$ cat src/rtl/display_scan_controller.sv
// Four-digit multiplexed display scanner with PWM brightness, per-digit blanking
// and a double-buffered digit word that only changes on frame boundaries.
module display_scan_controller #(
    parameter int SUB_CYCLES = 12500
) (
    input  logic        clk,
    input  logic        rst,
    input  logic        enable,
    input  logic [2:0]  brightness,
    input  logic [3:0]  blank_mask,
    input  logic        load_valid,
    input  logic [15:0] load_data,
    output logic        load_ready,
    output logic [1:0]  digit_sel,
    output logic [3:0]  nibble,
    output logic [3:0]  an_n,
    output logic        frame_start,
    output logic        update_done
);

    localparam int SUB_W = (SUB_CYCLES > 1) ? $clog2(SUB_CYCLES) : 1;
    localparam logic [SUB_W-1:0] SUB_LAST = SUB_W'(SUB_CYCLES - 1);

    typedef enum logic {
        IDLE,
        SCAN
    } state_t;

    state_t           state;
    state_t           state_next;
    logic [SUB_W-1:0] sub_cnt;
    logic [SUB_W-1:0] sub_next;
    logic [2:0]       phase;
    logic [2:0]       phase_next;
    logic [1:0]       digit_next;
    logic [2:0]       bright_lat;
    logic [3:0]       mask_lat;
    logic [15:0]      active;
    logic [15:0]      shadow;
    logic             pending;
    logic             slot_start_next;
    logic             frame_next;
    logic             transfer;
    logic             copy;

    // Leaving SCAN (or sitting in IDLE) parks every counter at zero, so the
    // next SCAN entry is always cycle 0 of the digit-0 slot.
    always_comb begin
        state_next = state;
        sub_next   = '0;
        phase_next = '0;
        digit_next = '0;
        case (state)
            IDLE: begin
                if (enable) state_next = SCAN;
            end
            SCAN: begin
                if (!enable) begin
                    state_next = IDLE;
                end else begin
                    sub_next   = sub_cnt + SUB_W'(1);
                    phase_next = phase;
                    digit_next = digit_sel;
                    if (sub_cnt == SUB_LAST) begin
                        sub_next   = '0;
                        phase_next = phase + 3'd1;
                        if (phase == 3'd7) digit_next = digit_sel + 2'd1;
                    end
                end
            end
        endcase
    end

    // Copies are decided one edge early so active, frame_start and update_done
    // all change together at the start of the frame's first cycle.
    always_comb begin
        slot_start_next = (sub_next == '0) && (phase_next == 3'd0);
        frame_next      = (state_next == SCAN) && slot_start_next && (digit_next == 2'd0);
        transfer        = load_valid && !pending;
        copy            = pending && (frame_next || state_next == IDLE);
    end

    always_ff @(posedge clk or posedge rst) begin
        if (rst) begin
            state       <= IDLE;
            sub_cnt     <= '0;
            phase       <= '0;
            digit_sel   <= '0;
            bright_lat  <= '0;
            mask_lat    <= '0;
            active      <= '0;
            shadow      <= '0;
            pending     <= 1'b0;
            frame_start <= 1'b0;
            update_done <= 1'b0;
        end else begin
            state       <= state_next;
            sub_cnt     <= sub_next;
            phase       <= phase_next;
            digit_sel   <= digit_next;
            frame_start <= frame_next;
            update_done <= copy;
            if (slot_start_next) begin
                bright_lat <= brightness;
                mask_lat   <= blank_mask;
            end
            if (copy) begin
                active  <= shadow;
                pending <= 1'b0;
            end else if (transfer) begin
                shadow  <= load_data;
                pending <= 1'b1;
            end
        end
    end

    always_comb begin
        an_n = 4'b1111;
        if (state == SCAN && phase <= bright_lat && !mask_lat[digit_sel]) begin
            an_n[digit_sel] = 1'b0;
        end
    end

    assign load_ready = ~pending;
    assign nibble     = active[{digit_sel, 2'b00} +: 4];

endmodule

$ cat config.mk
export PLATFORM = sky130hd
export DESIGN_NAME = display_scan_controller
export DESIGN_NICKNAME = d
export VERILOG_FILES = /design/src/rtl/display_scan_controller.sv
export SDC_FILE = /design/constraint.sdc
export NUM_CORES = 1
export LEC_CHECK = 0
export ABC_AREA = 1
export CAP_MARGIN = 20
export CORE_ASPECT_RATIO = 1.1
export CORE_MARGIN = 2
export CORE_UTILIZATION = 28
export DETAILED_ROUTE_END_ITERATION = 10
export GPL_TIMING_DRIVEN = 0
export PLACE_DENSITY = 0.53
export SETUP_SLACK_MARGIN = 0.05
export SLEW_MARGIN = 20
export SYNTH_ARGS = -nofsm -noshare
export SYNTH_HDL_FRONTEND = slang
export SYNTH_SLANG_ARGS = --single-unit
$ cat constraint.sdc
create_clock -name clk -period 2.45 [get_ports clk]
set_clock_uncertainty 0.05 [all_clocks]
set_input_delay 0.49 -clock clk [delete_from_list [all_inputs] [get_ports clk]]
set_output_delay 0.49 -clock clk [all_outputs]
set_load 0.01 [all_outputs]
# [Word level (Yosys, flattened, before mapping)]
# Cells that the tools add are included.
[classes] add_sub_neg=3 n_lt_le_gt_ge=3 n_eq_ne=2 n_shift=1 mux=18 bitwise=4 n_reduce_logical=16
[op_table] operator="$mux 14" count=3
[op_table] operator="$shiftx 16x5->4" count=1
[op_table] operator="$add 14x1->14 const B" count=1
[op_table] operator="$eq 14x14->1 const B" count=1
[op_table] operator="$logic_not 14->1" count=1
[op_table] operator="$mux 3" count=3
[op_table] operator="$logic_and 1x1->1" count=8
[op_table] operator="$mux 2" count=4
[op_table] operator="$mux 1" count=5
[op_table] operator="$mux 4" count=1
[op_table] operator="$not 4->4" count=1
[op_table] operator="$add 3x1->3 const B" count=1
[op_table] operator="$eq 3x3->1 const B" count=1
[op_table] operator="$le 3x3->1" count=1
[op_table] operator="$logic_not 3->1" count=1
[op_table] operator="$lt 2x3->1 const B" count=1
[op_table] operator="$not 1->1" count=3
[op_table] operator="$add 2x1->2 const B" count=1
[op_table] operator="$bmux 1 s2" count=1
[op_table] operator="$demux 1 s2" count=1
[op_table] operator="$ge 2x1->1 const B" count=1
[op_table] operator="$logic_not 1->1" count=2
[op_table] operator="$logic_not 2->1" count=1
[op_table] operator="$reduce_and 2->1" count=1
[op_table] operator="2 further kinds" count=2
[word_totals] regBits=62

# [Depth between registers and ports, before layout]
# Gate-level depths: netlist of the first run.
[depth] word_depth=12 mapped_depth=17 mapped_depth_nobuf=16

# [Worst setup path after synthesis of the first run]
# No wires, ideal clock.
[synth_path] path_kind="register to register" from="register sub_cnt[0]" to="register active[0]" setup_ns=0.117 t_arrival_ns=1.942 setup_slack_ns=0.341 stages_incl_launch_ff=16 synth_period_minus_slack_ns=2.109 path_cell_list="dfrtp_1 ha_1 inv_2 nor2_1 nand3_1 nor2_4 nor2_2 o21ai_0 nand3_1 nor2_4 nand3_4 nand2_4 nand2_4 buf_6 nand2_1 nand2_1"
[synth_via] elab_chain_len=10 word_cells_on_any_way=19 classes_between="add/sub (1); eq/ne (1); mux (9); reduce/logical (8)"
[synth_rtl] element="from (decl)" line="31" rtl="logic [SUB_W-1:0] sub_cnt;"
[synth_rtl] element="from (signal assigned)" line="98" rtl="sub_cnt <= sub_next;"
[synth_rtl] element="$add 14x1->14 / $eq 14x14->1 (equally long branches)" line="61, 64"
[synth_rtl] element="$mux 14 / $mux 3 (equally long branches)" line="64" rtl="if (sub_cnt == SUB_LAST) begin"
[synth_rtl] element="$mux 14 / $mux 3 (equally long branches)" line="58" rtl="if (!enable) begin"
[synth_rtl] element="$mux 14 / $mux 3 (equally long branches)" line="53" rtl="case (state)"
[synth_rtl] element="$logic_not 14->1 / $logic_not 3->1 (equally long branches)" line="77" rtl="slot_start_next = (sub_next == '0) && (phase_next == 3'd0);"
[synth_rtl] element="$logic_and 1x1->1" line="77"
[synth_rtl] element="$logic_and 1x1->1" line="78" rtl="frame_next = (state_next == SCAN) && slot_start_next && (digit_next == 2'd0);"
[synth_rtl] element="$logic_and 1x1->1 *" line="78"
[synth_rtl] element="$logic_or 1x1->1 *" line="80" rtl="copy = pending && (frame_next || state_next == IDLE);"
[synth_rtl] element="$logic_and 1x1->1 *" line="80"
[synth_rtl] element="to (signal assigned)" line="108" rtl="active <= shadow;"
[synth_rtl] element="to (decl)" line="38" rtl="logic [15:0] active;"
# Every way passes the cells marked *; elsewhere a longest branch is shown, timed or not.
# A chain may end at the register's enable or synchronous reset.

# [Worst setup path in the final report of the first run]
[layout_path] from="register phase[1]" to="output an_n[2]"
[layout_via] elab_chain_len=4
[layout_rtl] element="from (decl)" line="33" rtl="logic [2:0] phase;"
[layout_rtl] element="from (signal assigned)" line="99" rtl="phase <= phase_next;"
[layout_rtl] element="$le 3x3->1" line="119" rtl="if (state == SCAN && phase <= bright_lat && !mask_lat[digit_sel]) begin"
[layout_rtl] element="$logic_and 1x1->1 (2 in series)" line="119"
[layout_rtl] element="$mux 4" line="119"
[layout_rtl] element="to (decl)" line="16" rtl="output logic [3:0] an_n,"
# Every way passes these cells.

==> metrics.md, run 1 <==
| Metric | Value |
|---|---|
| Status | complete, no violations |
| Switching power | 0.747 mW |
| Commonest cells after routing, fill and taps aside | 91 x nand2_1, 61 x dfrtp_1, 37 x nand3_1 |
| YS warnings | 0 |
| CTS root buf | clkbuf_16 |
| Family with the most delay on the worst path | flip-flops |
| Skew-Pair Late Insertion Delay | 320 ps |
| Max stage delay on crit path | 410 ps |
| Initial Util | 28.8% |
| Async S/R FF share, synth | 100% |
| Finish-stage setup viols | 0 |
| CP Launch Point | phase[1] |
| Fin area | 0.00436 mm2 |
| Crit-path slowest cell | dfrtp_1 |
| DIE WIDTH | 106 um |
| RR Startpoint | sub_cnt[0] |
| Hold Vio Cnt, Final | 0 |
| Depth of the CTS H-tree | 3 |
| Synthesized area | 0.00317 mm2 |
| Worst-path clk slew | 50 ps |
| Internal | 2.35 mW |
| Die height | 116 um |
| Critical path required time | 1910 ps |
| Yosys reg bits | 62 |
| CTS Buffer Depth | 2 |
| Buf/Inv on CP | 2 |
| Most used flip-flop cell after synthesis | dfrtp_1 |
| Core area | 0.0110 mm2 |
| Row cnt | 40 |
| Via density | 4.50 |
| Total power after layout | 3.09 mW |
| Gr usage total | 13.2% |
| TritonCTS clock tree | built |
| Final Max Tran Viols | 0 |
| Largest net degree at the start of global routing | 52 |
| Clock sink count | 62 |
| Most common cell after layout, fill and taps aside | nand2_1 |
| Cell mode on critical path | nand2_1 |
| Area after DPL | 0.00378 mm2 |
| Syn nets | 410 |
| Arr. time, crit path | 1750 ps |
| Sequential area share after synthesis | 48.9% |
| Dpl ws | -403 ps |
| Routed length per placed instance | 12.8 um |
| Fin crit share | 93.5% |
| Critical path cell sequence | ha_1, nand2_1, o21ai_1, a211oi_2, buf_4, nand2_1, buf_2 |
| Fin Setup TNS | 0 ps |
| Die area | 0.0122 mm2 |
| Nets | 480 |
| Register share of total power | 41.1% |
| Final Non-Filler Cells | 594 |
| Max Cap Viol | 0 |
| Post-CTS Hold Buffers | 0 |
| Antenna viol nets, final | 0 |
| Worst hold path class | in2async |
| Post-detail-place hpwl | 5360 um |
| Drt initial violations | 107 |
| CTS Buf Count | 9 |
| Pleak | 2.14 nW |
| CP startpoint kind | flop |
| DRT Pass-1 Iters | 4 |
| Max Clk Rate | 436 MHz |
| Crit Path Class | reg2out |
| # port buffers | 39 |
| Slew HR | 66.3% |
| # IOs | 40 |
| Gpl congestion | 0.862 |
| N_diodes | 0 |
| DR vias | 2675 |
| Maximum VDD drop | 0.359 mV |
| Area Overhead vs Synth | 37.3% |
| Vias in the first global route | 2740 |
| Worst setup margin | 158 ps |
| Clock power share | 44.6% |
| Worst-Margin Slew | 506 ps |
| RSZ-0062 raised after global routing | yes |
| Gate Count Post-Synth | 373 |
| DRC | 0 |
| P per Cell Area | 710 mW/mm2 |
| Total grt overflow | 0 |
| First-pass GRT wire length | 12600 um |
| Syn avg cell area | 8.51 um2 |
| Post-synth EDFFs | 0 |
| Post-Place Cells | 560 |
| Net Sw Frac | 24.2% |
| Routed wire length | 7590 um |
| Initial antenna violation count | 0 |
| Power share of the combinational group | 14.3% |
| Min Tclk post-route | 2290 ps |
| Crit path max fanout | 3 |
| Layout cells sized above 1 | 24.2% |
| Critical path capture point type | output pin |
| Yosys cell types | 32 |
[kinds of logic after synthesis]
kind of cell	share of synthesized area, %
buf+inv	6.42
xor+xnor	0.552
compound gates	5.40
fa+ha+maj	3.94
mux	5.68
flops	48.9
simple gates	29.1
[synth_stat cells, drive strengths merged (2+ instances only)]
master,number,area [um2]
dfrtp,62,1550
o21bai,2,15.0
o21ai,19,98.9
nand3,44,243
o22ai,4,25.0
a21oi,5,25.0
nand4,3,18.8
nand2,103,412
buf,3,23.8
nor2,46,224
mux2,16,180
ha,10,125
inv,43,161
clkbuf,4,15.0
nor3,4,20.0
[worst reg2reg max path, delay by kind of cell (launching register included)]
family                     cells  cell delay, ps
and+or+nand+nor               14            1340
DFF                            1             410
buffers and inverters          2             200
adders and majority gates      1             170
[cell type report]
| class | instances | area, um2 |
|---|---|---|
| Tap cell | 147 | 184 |
| Sequential cell | 62 | 1550 |
| Clock buffer | 12 | 256 |
| Multi-Input combinational cell | 261 | 1560 |
| Inverter | 44 | 168 |
| Fill cell | 1152 | 6650 |
| Timing Repair Buffer | 58 | 523 |
| Buffer | 7 | 46.3 |
| Clock inverter | 3 | 67.6 |
[power by group through the flow]
stage / sequential, mW / combinational, mW / clock [mW]
after floorplan: 1.26 / 0.268 / 0
after detailed placement: 1.29 / 0.434 / 0
after global placement: 1.29 / 0.418 / 0
after CTS: 1.27 / 0.435 / 1.42
after global routing: 1.29 / 0.495 / 1.47
final: 1.27 / 0.443 / 1.38
[layer usage]
layer  up-vias  track usage (%)  routed length, um
met5         -                0                  0
met4         0             4.04                116
met3        10             3.82                283
met2        55             22.6               3810
met1      1262             16.1               3380
li1       1348                -                  -
[path summary, 6_finish.rpt]
| kind | end | slack [ps] | cells after the start |
|---|---|---|---|
| hold / removal | update_done | 390 | 2 |
| setup reg to reg | active[3] | 180 | 17 |
| hold reg to reg | mask_lat[0] | 420 | 2 |
| setup / recovery | an_n[2] | 160 | 7 |
| min in group clk | mask_lat[0] | 420 | 2 |
| max in group asynchronous | digit_sel[0] | 1450 | 3 |
[timing repair]
action	CTS	global route
gates cloned	0	1
setup buffers	9	9
pin swaps	4	11
endpoints found under the hold margin	0	0
gates resized for setup	36	26
setup endpoints to repair	32	29
[stage by stage]
stage,utilization (%),hold WS [ps]
after floorplan,-,387
final,39.6,389
after detailed placement,34.3,404
after global placement,34.0,401
after CTS,38.0,397
after global routing,39.6,418
[flip-flops by register name, summed over array words and instances, names as in the netlist]
signal	flops
mask_lat	4
update_done	1
pending	1
digit_sel	2
state	1
active	16
sub_cnt	14
bright_lat	3
frame_start	1
phase	3
shadow	16
Power figures use the tool's default switching activity.
==> run 2, diff against run 1 <==
- CORE_MARGIN: 2 -> default
- SKIP_CTS_REPAIR_TIMING: default -> 1
==> run 2 against run 1 <==
  * Wire length fell by 1.7%
  * Clock power rose by 6%
  * Worst setup slack got worse by 86 ps
  * Register-to-register slack barely moved
  * Die area fell by 3.6%
  * Via count rose by 0.22%
  * Count of clock-buffer cells in the layout rose by 2
  * Combinational power rose by 3%
  * First-iteration DRC count fell by 10%
  * Sequential cell count did not move
  * Non-clock buffer count rose by 6
  * Fmax fell by 3.6%
  * Largest cell class unchanged
  * Largest power group unchanged
==> metrics.md, run 2 (same netlist as run 1, synthesis figures left out) <==
| Metric | Value |
|---|---|
| # port buffers | 39 (unchanged) |
| Top Registers | active: 16 flops, shadow: 16 flops, sub_cnt: 14 flops (unchanged) |
| Gr usage total | 13.2% (about the same) |
| Family with the most delay on the worst path | compound AO/OA/AOI/OAI gates (was flip-flops) |
| Die area | 0.0118 mm2 (was 0.0122 mm2) |
| TritonCTS clock tree | built (unchanged) |
| Post-Route Utilization | 41.2% (was 39.6%) |
| Area after DPL | 0.00378 mm2 (unchanged) |
| Largest net degree at the start of global routing | 51 (was 52) |
| Crit Path Class | reg2out (unchanged) |
| Final Max Tran Viols | 0 (unchanged) |
| CTS root buf | clkbuf_16 (unchanged) |
| Die height | 114 um (was 116 um) |
| Max Clk Rate | 421 MHz (was 436 MHz) |
| Critical path cell sequence | ha_4, a21oi_2, o21ai_2, a211oi_2, buf_4, nand2_1, dlymetal6s2s_1 (was ha_1, nand2_1, o21ai_1, a211oi_2, buf_4, nand2_1, buf_2) |
| Stages on worst setup path | 7 (unchanged) |
| CP startpoint kind | flop (unchanged) |
| R2r worst-path depth | 17 (unchanged) |
| N_diodes | 0 (unchanged) |
| P per Cell Area | 707 mW/mm2 (was 710 mW/mm2) |
| Layout cells sized above 1 | 25.8% (was 24.2%) |
| # IOs | 40 (unchanged) |
| Post-detail-place hpwl | 5280 um (was 5360 um) |
| Status | complete, no violations (unchanged) |
| DRT Pass-1 Iters | 5 (was 4) |
| Commonest cells after routing, fill and taps aside | 92 x nand2_1, 58 x dfrtp_1, 36 x nand3_1 (was 91 x nand2_1, 61 x dfrtp_1, 37 x nand3_1) |
| RSZ-0062 raised after global routing | yes (unchanged) |
| Max stage delay on crit path | 400 ps (was 410 ps) |
| Vias in the first global route | 2668 (was 2740) |
| Fin Setup TNS | 0 ps (unchanged) |
| CTS Buf Count | 9 (unchanged) |
| Hold Vio Cnt, Final | 0 (unchanged) |
| Skew-Pair Late Insertion Delay | 320 ps (about the same) |
| Total grt overflow | 0 (unchanged) |
| Drt initial violations | 96 (was 107) |
| Initial Util | 29.0% (was 28.8%) |
| Core area | 0.0110 mm2 (about the same) |
| Finish-stage setup viols | 0 (unchanged) |
| First-pass GRT wire length | 12300 um (was 12600 um) |
| Maximum VDD drop | 0.384 mV (was 0.359 mV) |
| Buf/Inv on CP | 2 (unchanged) |
| Depth of the CTS H-tree | 3 (unchanged) |
| Most common cell after layout, fill and taps aside | nand2_1 (unchanged) |
| Max Cap Viol | 0 (unchanged) |
| Worst hold path class | in2async (unchanged) |
| Antenna viol nets, final | 0 (unchanged) |
| DIE WIDTH | 104 um (was 106 um) |
| DRC | 0 (unchanged) |
| Routed length per placed instance | 12.4 um (was 12.8 um) |
| Slew HR | 66.2% (was 66.3%) |
| DR vias | 2681 (was 2675) |
| Nets | 485 (was 480) |
| Gpl congestion | 0.804 (was 0.862) |
| Clock sink count | 62 (unchanged) |
| Pleak | 2.21 nW (was 2.14 nW) |
| Via density | 4.47 (was 4.50) |
| Worst-path clk slew | 60 ps (was 50 ps) |
| Fin crit share | 97.0% (was 93.5%) |
| Critical path capture point type | output pin (unchanged) |
| Fin area | 0.00451 mm2 (was 0.00436 mm2) |
| CTS Buffer Depth | 2 (unchanged) |
| Area Overhead vs Synth | 42.2% (was 37.3%) |
| Worst-Margin Slew | 506 ps (about the same) |
| Fillers | 1056 (was 1152) |
| Critical path required time | 1910 ps (about the same) |
| Crit-path slowest cell | dfrtp_1 (unchanged) |
| Arr. time, crit path | 1840 ps (was 1750 ps) |
| Routed wire length | 7450 um (was 7590 um) |
| Min Tclk post-route | 2380 ps (was 2290 ps) |
| Row cnt | 40 (unchanged) |
| Crit path max fanout | 4 (was 3) |
| Initial antenna violation count | 0 (unchanged) |
| WHS | 393 ps (was 389 ps) |
run 2: changes by cell type in the layout (fill, tap and decap cells not counted), moves of 2 or more:
cell / previous run / this run
dlymetal6s2s_1: 0 / 9
buf_4: 19 / 25
buf_2: 5 / 1
dlygate4sd2_1: 4 / 0
nand2_4: 5 / 1
o21ai_2: 2 / 6
clkbuf_8: 2 / 5
dfrtp_1: 61 / 58
dfrtp_2: 1 / 4
o21ai_0: 14 / 12
o21ai_1: 3 / 1
run 2: per-layer routing:
layer,share of wire [%],GRT usage (%)
met1,46,16.2
met5,0,0
met2,50,22.7
met3,3.0,2.46
met4,1.3,5.99
run 2: cell type report:
cell class | count | area, um2 | share of cell area [%]
tap | 147 | 184 | 4.07
sequential | 62 | 1560 | 34.5
clock inverter | 2 | 60.1 | 1.33
timing repair buffer | 65 | 641 | 14.2
buffer | 6 | 38.8 | 0.859
clock buffer | 14 | 294 | 6.51
multi-input combinational | 260 | 1570 | 34.8
inverter | 44 | 171 | 3.80
run 2: final timing paths:
path                       startpoint      endpoint  slack (ps)
setup / recovery             phase[2]       an_n[2]          70
hold / removal                    rst    sub_cnt[5]         390
setup reg to reg           sub_cnt[1]    active[10]         190
hold reg to reg             active[9]     active[9]         410
max in group asynchronous         rst  digit_sel[0]        1440
min in group clk            active[9]     active[9]         410
run 2: report_power, final:
group | internal [mW] | switching, mW
clock | 1.03 | 0.436
sequential | 1.18 | 0.0872
combinational | 0.237 | 0.218
run 2: metrics by stage:
stage	power, mW	setup WS, ps	std cells
final	3.19	72.5	600
after global routing	3.34	-2.69	600
after CTS	3.21	-500	576
after detailed placement	1.72	-442	560
after global placement	1.70	-850	559
after floorplan	1.53	341	373
==> run 3, diff against run 2 <==
- clock period: 2.45 -> 2.25 ns (I/O delays scaled with it)
==> run 3 against run 2 <==
  * The run now ends with setup timing left
  * Sequential share of layout area down 1.4 points
  * Critical path depth unchanged
  * Combinational power up 22%
  * First-iteration DRC count down 19%
  * Non-clock buffer count up 7
  * Via count up 2.2%
  * Critical endpoint unchanged
==> metrics.md, run 3 (same netlist as run 1, synthesis figures left out) <==
| Metric | Value |
|---|---|
| Status | finished with violations (was complete, no violations) |
| Failing checks | setup timing |
| Dpl ws | -602 ps (was -442 ps) |
| Area after DPL | 0.00378 mm2 (unchanged) |
| Via density | 4.51 (was 4.47) |
| Crit-path slowest cell | dfrtp_1 (unchanged) |
| R2r worst-path depth | 15 (was 17) |
| Most common cell after layout, fill and taps aside | nand2_1 (unchanged) |
| # port buffers | 39 (unchanged) |
| Critical path cell sequence | ha_4, a21oi_2, o21ai_1, a211oi_2, buf_4, nand2_1, dlymetal6s2s_1 (was ha_4, a21oi_2, o21ai_2, a211oi_2, buf_4, nand2_1, dlymetal6s2s_1) |
| Slew HR | 66.3% (was 66.2%) |
| N_diodes | 0 (unchanged) |
| Antenna viol nets, final | 0 (unchanged) |
| Worst-Margin Slew | 506 ps (about the same) |
| Arr. time, crit path | 1840 ps (about the same) |
| Area Overhead vs Synth | 48.4% (was 42.2%) |
| Crit path max fanout | 4 (unchanged) |
| Drt initial violations | 78 (was 96) |
| Routed length per placed instance | 12.9 um (was 12.4 um) |
| DRT Pass-1 Iters | 4 (was 5) |
| Fin area | 0.00471 mm2 (was 0.00451 mm2) |
| Largest net degree at the start of global routing | 51 (unchanged) |
| # IOs | 40 (unchanged) |
| Clock power share | 44.9% (was 45.9%) |
| Final Max Tran Viols | 0 (unchanged) |
| Fin crit share | 104% |
| Gr usage total | 13.2% (unchanged) |
| Clock sink count | 62 (unchanged) |
| First-pass GRT wire length | 12300 um (unchanged) |
| Register share of total power | 39.5% (was 39.8%) |
| Routed wire length | 7810 um (was 7450 um) |
| Critical path capture point type | output pin (unchanged) |
| Critical path required time | 1750 ps (was 1910 ps) |
| Gpl congestion | 0.804 (unchanged) |
| CTS Buf Count | 9 (unchanged) |
| Depth of the CTS H-tree | 3 (unchanged) |
| Max Clk Rate | 428 MHz |
| Skew-Pair Late Insertion Delay | 330 ps (was 320 ps) |
| DR vias | 2740 (was 2681) |
| Nets | 492 (was 485) |
| Commonest cells after routing, fill and taps aside | 69 x nand2_1, 56 x dfrtp_1, 33 x inv_1 (was 92 x nand2_1, 58 x dfrtp_1, 36 x nand3_1) |
| P per Cell Area | 757 mW/mm2 (was 707 mW/mm2) |
| Top Registers | active: 16 flops, shadow: 16 flops, sub_cnt: 14 flops (unchanged) |
| Die area | 0.0118 mm2 (unchanged) |
| CTS Buffer Depth | 2 (unchanged) |
| CP startpoint kind | flop (unchanged) |
| Initial antenna violation count | 0 (unchanged) |
| Net Sw Frac | 23.9% (was 23.2%) |
| Max stage delay on crit path | 400 ps (about the same) |
| Max Cap Viol | 0 (unchanged) |
| CTS root buf | clkbuf_16 (unchanged) |
| Initial Util | 29.0% (unchanged) |
| Vias in the first global route | 2668 (unchanged) |
| Total grt overflow | 0 (unchanged) |
| Switching power | 0.853 mW (was 0.740 mW) |
| RSZ-0062 raised after global routing | yes (unchanged) |
| Die height | 114 um (unchanged) |
| Hold Vio Cnt, Final | 0 (unchanged) |
| Worst setup margin | -87.8 ps (was 72.5 ps) |
| Post-detail-place hpwl | 5280 um (unchanged) |
| DRC | 0 (unchanged) |
| Power share of the combinational group | 15.6% (was 14.3%) |
| Min Tclk post-route | 2340 ps |
| Core area | 0.0110 mm2 (unchanged) |
| Finish-stage setup viols | 16 (was 0) |
| Worst hold path class | in2async (unchanged) |
| Internal | 2.71 mW (was 2.45 mW) |
| Pleak | 2.29 nW (was 2.21 nW) |
| Worst-path clk slew | 60 ps (about the same) |
| Crit Path Class | reg2out (unchanged) |
| TritonCTS clock tree | built (unchanged) |
| Maximum VDD drop | 0.421 mV (was 0.384 mV) |
| Layout cells sized above 1 | 33.9% (was 25.8%) |
| DIE WIDTH | 104 um (unchanged) |
| Row cnt | 40 (unchanged) |
run 3: cell types whose count changed in the layout (fill, tap and decap cells not counted), moves of 4 or more:
cell	previous run	this run
nand2_1	92	69
buf_6	1	5
nand3_1	36	32
nor2_4	6	10
nand2_4	1	6
nand2_2	8	26
run 3: layer usage:
layer / wire length [um] / vias to the layer above / global-route usage [%]
met5: 0 / - / 0
met4: 114 / 0 / 5.99
met3: 208 / 11 / 2.46
met2: 3990 / 48 / 22.7
met1: 3490 / 1317 / 16.2
li1: - / 1364 / -
run 3: through the flow:
| step | util [%] | TNS (ps) | std cells | total power [mW] | hold WS (ps) |
|---|---|---|---|---|---|
| final | 43.0 | -517 | 607 | 3.57 | 352 |
| after global routing | 43.0 | -2610 | 607 | 3.72 | 373 |
| after CTS | 37.7 | -9890 | 576 | 3.49 | 353 |
| after detailed placement | 34.5 | -14540 | 560 | 1.87 | 404 |
| after global placement | 34.2 | -76300 | 559 | 1.86 | 402 |
| after floorplan | - | 0 | 373 | 1.66 | 387 |
run 3: path summary, 6_finish.rpt:
| path | to | start | slack [ps] |
|---|---|---|---|
| max | an_n[2] | phase[2] | -90 |
| min | sub_cnt[5] | rst | 350 |
| max reg2reg | active[4] | sub_cnt[0] | -60 |
| min reg2reg | active[7] | active[7] | 430 |
| max in group asynchronous | digit_sel[1] | rst | 1280 |
| min in group clk | active[7] | active[7] | 430 |
run 3: final cells by class:
type	instances	area, um2
repair buffers	71	694
plain buffers	7	57.6
flip-flops and latches	62	1560
well taps	147	184
clock buffers	14	294
multi-input cells	260	1690
clock inverters	2	60.1
fillers	1035	6250
inverters	44	174
run 3: critical path, delay by kind of cell (launching register included):
| kind | cells | cell delay (ps) |
|---|---|---|
| adder cells (fa/ha/maj) | 1 | 260 |
| flip-flops | 1 | 400 |
| buffers and inverters | 2 | 320 |
| AO/OA/AOI/OAI | 3 | 490 |
| AND/OR/NAND/NOR | 1 | 50 |
run 3: power by group through the flow:
stage / registers (mW) / clock network [mW] / logic [mW]
after floorplan: 1.37 / 0 / 0.291
after global placement: 1.40 / 0 / 0.455
after detailed placement: 1.40 / 0 / 0.470
after CTS: 1.39 / 1.63 / 0.472
after global routing: 1.43 / 1.68 / 0.617
final: 1.41 / 1.60 / 0.557
==> RTL edit 1, RTL diff (config.mk and constraints of run 2) <==
The parameter `SUB_CYCLES` goes from 12500 to 6250.
--- a/src/rtl/display_scan_controller.sv
+++ b/src/rtl/display_scan_controller.sv
@@ -1,7 +1,7 @@
 // Four-digit multiplexed display scanner with PWM brightness, per-digit blanking
 // and a double-buffered digit word that only changes on frame boundaries.
 module display_scan_controller #(
-    parameter int SUB_CYCLES = 12500
+    parameter int SUB_CYCLES = 6250
 ) (
     input  logic        clk,
     input  logic        rst,
Check against the original RTL: same outputs for any inputs over 10 cycles, from zero or initial values and one cycle with rst high; that may be too few to reach the edited logic, so the function may still have changed.
==> RTL edit 1 against run 2 <==
  * Total power down 5.9%
  * Routed wire length down 1.0%
  * Global-route usage up 0.48 points
  * Fmax down 1.0%
  * First-iteration DRC count up 25%
  * Largest power group is now registers
  * Area after synthesis down 2.1%
  * Setup slack worse by 24 ps
  * Final area down 3.6%
  * Sequential cell count down 1
  * Combinational power up 7.5%
  * Via count down 6.2%
  * Hold slack better by 22 ps
==> RTL edit 1: results (changes against run 2) <==
- Syn_nets: 392 (was 410)
- Critical Path End: active[0] (was an_n[2])
- First-pass DRT Iterations: 4 (was 5)
- Share of cells above drive strength 1: 0.265 (was 0.258)
- CP arrival: 2570 ps (was 1840 ps)
- Area contributors post-synth: dfrtp_1, nand2_1, mux2_2, nand3_1, inv_1 (was dfrtp_1, nand2_1, nand3_1, mux2_2, inv_1)
- GRT Util Overall: 0.137 (was 0.132)
- DPL Wire Length: 4960 um (was 5280 um)
- Fraction of registers with async set/reset: 1.00 (unchanged)
- Final ANT Viol Nets: 0 (unchanged)
- First-pass GRT wire length: 12200 um (was 12300 um)
- Hold path depth: 2
- Final nets: 464 (was 485)
- Worst rel slew slack: 0.633 (was 0.662)
- Clk slew on worst S/H paths: 50 ps
- Final Routed Wirelength: 7380 um (was 7450 um)
- Crit Path Max Fanout: 6 (was 4)
- Hold Crit Class: flip-flop to flip-flop (was input port to async pin)
- VDD IR max: 0.392 mV (was 0.384 mV)
- Fillcell total: 1079 (was 1056)
- Largest net degree at the start of global routing: 38 (was 51)
- Period Utilization, post-route: 0.980 (was 0.970)
- Vias in the first global route: 2637 (was 2668)
- N_diodes: 0 (unchanged)
- Clock buffer depth: 2 (unchanged)
- Seq/Total Area, Yosys: 0.491 (was 0.489)
- Vias: 2516 (was 2681)
- Outcome: complete, no violations (unchanged)
- Skew-Pair Late Insertion Delay: 330 ps
- GPL Wtd Cong: 0.803 (was 0.804)
- Reg2reg start: sub_cnt[1] (unchanged)
- Number of synthesis warnings: 0 (unchanged)
- Synth cell count leaders: nand2_1, dfrtp_1, inv_1 (was nand2_1, dfrtp_1, nand3_1)
- Main synth FF type: dfrtp_1 (unchanged)
- Static Leakage: 2.10 nW (was 2.21 nW)
- Largest regs: active (16), shadow (16), sub_cnt (13) (was active (16), shadow (16), sub_cnt (14))
- Top delay family on crit path: simple AND/OR/NAND/NOR gates (was compound AO/OA/AOI/OAI gates)
- # port buffers: 39 (unchanged)
- Initial detailed-routing violation count: 120 (was 96)
- Placement Setup Slack: -370 ps (was -442 ps)
- Netlist cell types: 29 (was 32)
- Worst reg-to-reg setup slack: 50 ps (was 190 ps)
## RTL edit 1: changes by cell type after synthesis, sizes merged
cell	run 2	this run
xor2	1	4
a21oi	5	7
nor3	4	3
dfrtp	62	61
nor2	46	42
nand2	103	97
nand3b	1	0
o21bai	2	1
o21ai	19	16
clkinv	1	0
ha	10	11
nand3	44	36
buf	3	4
## RTL edit 1: kinds of logic (layout without fill, tap and decap cells)
kind of cell / Yosys count / count (layout) / share of synthesized area
AND/OR/NAND/NOR: 181 / 184 / 0.273
flip-flops: 61 / 61 / 0.491
buffers and inverters: 51 / 124 / 0.0680
AO/OA/AOI/OAI: 29 / 29 / 0.0511
multiplexers: 16 / 16 / 0.0580
adder cells (fa/ha/maj): 11 / 11 / 0.0443
XOR/XNOR: 5 / 5 / 0.0141
## RTL edit 1: layout make-up
cell class,count,share of cell area
Clock buffer,11,0.0558
Inverter,43,0.0377
Clock inverter,4,0.0112
Timing Repair Buffer,58,0.136
Sequential cell,61,0.351
Buffer,8,0.0170
Tap cell,143,0.0411
Multi-Input combinational cell,245,0.350
## RTL edit 1: layer usage
metal / vias up / GRT usage / wire [um] / share of wire
li1: 1279 / - / - / -
met1: 1181 / 0.172 / 3260 / 0.44
met2: 46 / 0.228 / 3780 / 0.51
met3: 10 / 0.0305 / 231 / 0.031
met4: 0 / 0.0495 / 101 / 0.014
met5: - / 0 / 0 / 0
## RTL edit 1: worst min path at each step
stage / slack [ps] / start / end
final: 410 / active[10] / active[10]
after global routing: 440 / active[9] / active[9]
after CTS: 420 / active[10] / active[10]
after detailed placement: 400 / active[10] / active[10]
after global placement: 410 / active[9] / active[9]
after floorplan: 390 / active[10] / active[10]
## RTL edit 1: power breakdown
group          internal (W)  leakage, nW  switching [W]
sequential          0.00117        0.764      0.0000955
combinational      0.000261         1.19       0.000228
clock              0.000807        0.145       0.000445
total               0.00224         2.10       0.000769
## RTL edit 1: per-stage QoR
stage | cell area [um^2] | instances
6_report | 4350 | 573
5_1_grt | 4350 | 573
2_1_floorplan | 3110 | 354
3_3_place_gp | 3680 | 536
4_1_cts | 3990 | 552
3_5_place_dp | 3700 | 537
## RTL edit 1: worst register-to-register path, cell delays in order, from the launching register on
cell       delay [ps]
dfrtp_1           400
inv_1              70
ha_2              190
nand2_2            70
nor2_4            160
nand3_4           130
nand2_4           120
buf_8             120
a21oi_4            40
nor2_4            150
nand2_4            80
nor2_8            130
nand3_4           110
nand2_8           120
nand2_8            80
clkbuf_16         180
nand2_2            50
nand2_1            40
==> RTL edit 2, RTL diff (flow settings as in run 2) <==
Made on the original files. Put one more register stage on the output `digit_sel`. The value now appears one clock later. The other outputs are not delayed to match.
--- a/src/rtl/display_scan_controller.sv
+++ b/src/rtl/display_scan_controller.sv
@@ -25,6 +25,8 @@
         IDLE,
         SCAN
     } state_t;
+
+    logic [1:0] digit_sel_s0;
 
     state_t           state;
     state_t           state_next;
@@ -60,11 +62,11 @@
                 end else begin
                     sub_next   = sub_cnt + SUB_W'(1);
                     phase_next = phase;
-                    digit_next = digit_sel;
+                    digit_next = digit_sel_s0;
                     if (sub_cnt == SUB_LAST) begin
                         sub_next   = '0;
                         phase_next = phase + 3'd1;
-                        if (phase == 3'd7) digit_next = digit_sel + 2'd1;
+                        if (phase == 3'd7) digit_next = digit_sel_s0 + 2'd1;
                     end
                 end
             end
@@ -85,7 +87,7 @@
             state       <= IDLE;
             sub_cnt     <= '0;
             phase       <= '0;
-            digit_sel   <= '0;
+            digit_sel_s0 <= '0;
             bright_lat  <= '0;
             mask_lat    <= '0;
             active      <= '0;
@@ -97,7 +99,7 @@
             state       <= state_next;
             sub_cnt     <= sub_next;
             phase       <= phase_next;
-            digit_sel   <= digit_next;
+            digit_sel_s0 <= digit_next;
             frame_start <= frame_next;
             update_done <= copy;
             if (slot_start_next) begin
@@ -116,13 +118,17 @@
 
     always_comb begin
         an_n = 4'b1111;
-        if (state == SCAN && phase <= bright_lat && !mask_lat[digit_sel]) begin
-            an_n[digit_sel] = 1'b0;
+        if (state == SCAN && phase <= bright_lat && !mask_lat[digit_sel_s0]) begin
+            an_n[digit_sel_s0] = 1'b0;
         end
     end
 
     assign load_ready = ~pending;
-    assign nibble     = active[{digit_sel, 2'b00} +: 4];
+    assign nibble     = active[{digit_sel_s0, 2'b00} +: 4];
+
+    always_ff @(posedge clk) begin
+        digit_sel <= digit_sel_s0;
+    end
 
 endmodule
 
Behaviour: no difference found for any inputs over 10 cycles, from zero or initial values and one cycle with rst high; that may be too few to reach the edited logic, so the function may still have changed.
==> RTL edit 2 against run 2 <==
  * Final area down 2.6%
  * Utilization is 1.2 points lower
  * Setup slack gained 120 ps
  * Total power is 1.9% lower
  * Routed wire length fell by 1.8%
  * Area after synthesis increased by 0.59%
  * Sequential cell count grew 2
  * Synthesized cell count rose by 0.27%
  * Critical endpoint is now active[3]
  * Largest power group unchanged
  * Highest routed layer unchanged
==> RTL edit 2: results (changes against run 2) <==
- Outcome: complete, no violations (unchanged)
- Signal buffers: 65 (was 71)
- Final sequential cell count: 64 (was 62)
- Vias in the first global route: 2590 (was 2668)
- Largest net degree at the start of global routing: 54 (was 51)
- First-pass DRT Iterations: 4 (was 5)
- Area contributors post-synth: dfrtp_1, nand2_1, nand3_1, mux2_2, nor2_1 (was dfrtp_1, nand2_1, nand3_1, mux2_2, inv_1)
- Final nets: 480 (was 485)
- Fraction of registers with async set/reset: 0.969 (was 1.00)
- Multi-input gates: 259 (was 260)
- Top delay family on crit path: simple AND/OR/NAND/NOR gates (was compound AO/OA/AOI/OAI gates)
- CP arrival: 2430 ps (was 1840 ps)
- Seq/Total Area, Yosys: 0.498 (was 0.489)
- FF-to-FF End: active[3] (was active[10])
- Crit Path Max Fanout: 10 (was 4)
- GRT Util Overall: 0.131 (was 0.132)
- VDD IR max: 0.368 mV (was 0.384 mV)
- GPL Wtd Cong: 0.824 (was 0.804)
- Syn_nets: 411 (was 410)
- Vias/cell: 4.47 (about the same)
- Final Routed Wirelength: 7320 um (was 7450 um)
- Post-synthesis cell area: 3190 um^2 (was 3170 um^2)
- First-pass GRT wire length: 12200 um (was 12300 um)
- Non-clock buffer share: 0.143 (was 0.150)
- Synthesized area per cell: 8.54 um^2 (was 8.51 um^2)
- Multi-input gate share of total cell area: 0.342 (was 0.348)
- Fillcell total: 1124 (was 1056)
- Reg area: 1600 um^2 (was 1560 um^2)
- Util after Layout: 0.399 (was 0.412)
## RTL edit 2: cell families after synthesis
kind of cell    synth area share
flops                      0.498
xor+xnor                 0.00549
buf+inv                   0.0639
mux                       0.0564
simple gates               0.283
compound gates            0.0541
fa+ha+maj                 0.0392
## RTL edit 2: layer usage
layer | track usage | routed length (um)
met4 | 0.0457 | 105
met2 | 0.232 | 3700
met3 | 0.0411 | 331
met5 | 0 | 0
met1 | 0.149 | 3190
## RTL edit 2: worst max path at each step
stage	to	slack, ps	cells after the start
global placement	bright_lat[2]	-840	2
floorplan	active[0]	330	15
global route	active[2]	40	17
CTS	an_n[2]	-490	7
detailed placement	active[3]	-500	14
finish	active[3]	190	17
## RTL edit 2: power groups by stage
stage          logic (W)  registers, W  clock network, W
2_1_floorplan   0.000268       0.00129                 0
3_3_place_gp    0.000418       0.00132                 0
3_5_place_dp    0.000431       0.00132                 0
4_1_cts         0.000434       0.00130           0.00140
5_1_grt         0.000513       0.00132           0.00145
6_report        0.000455       0.00130           0.00137
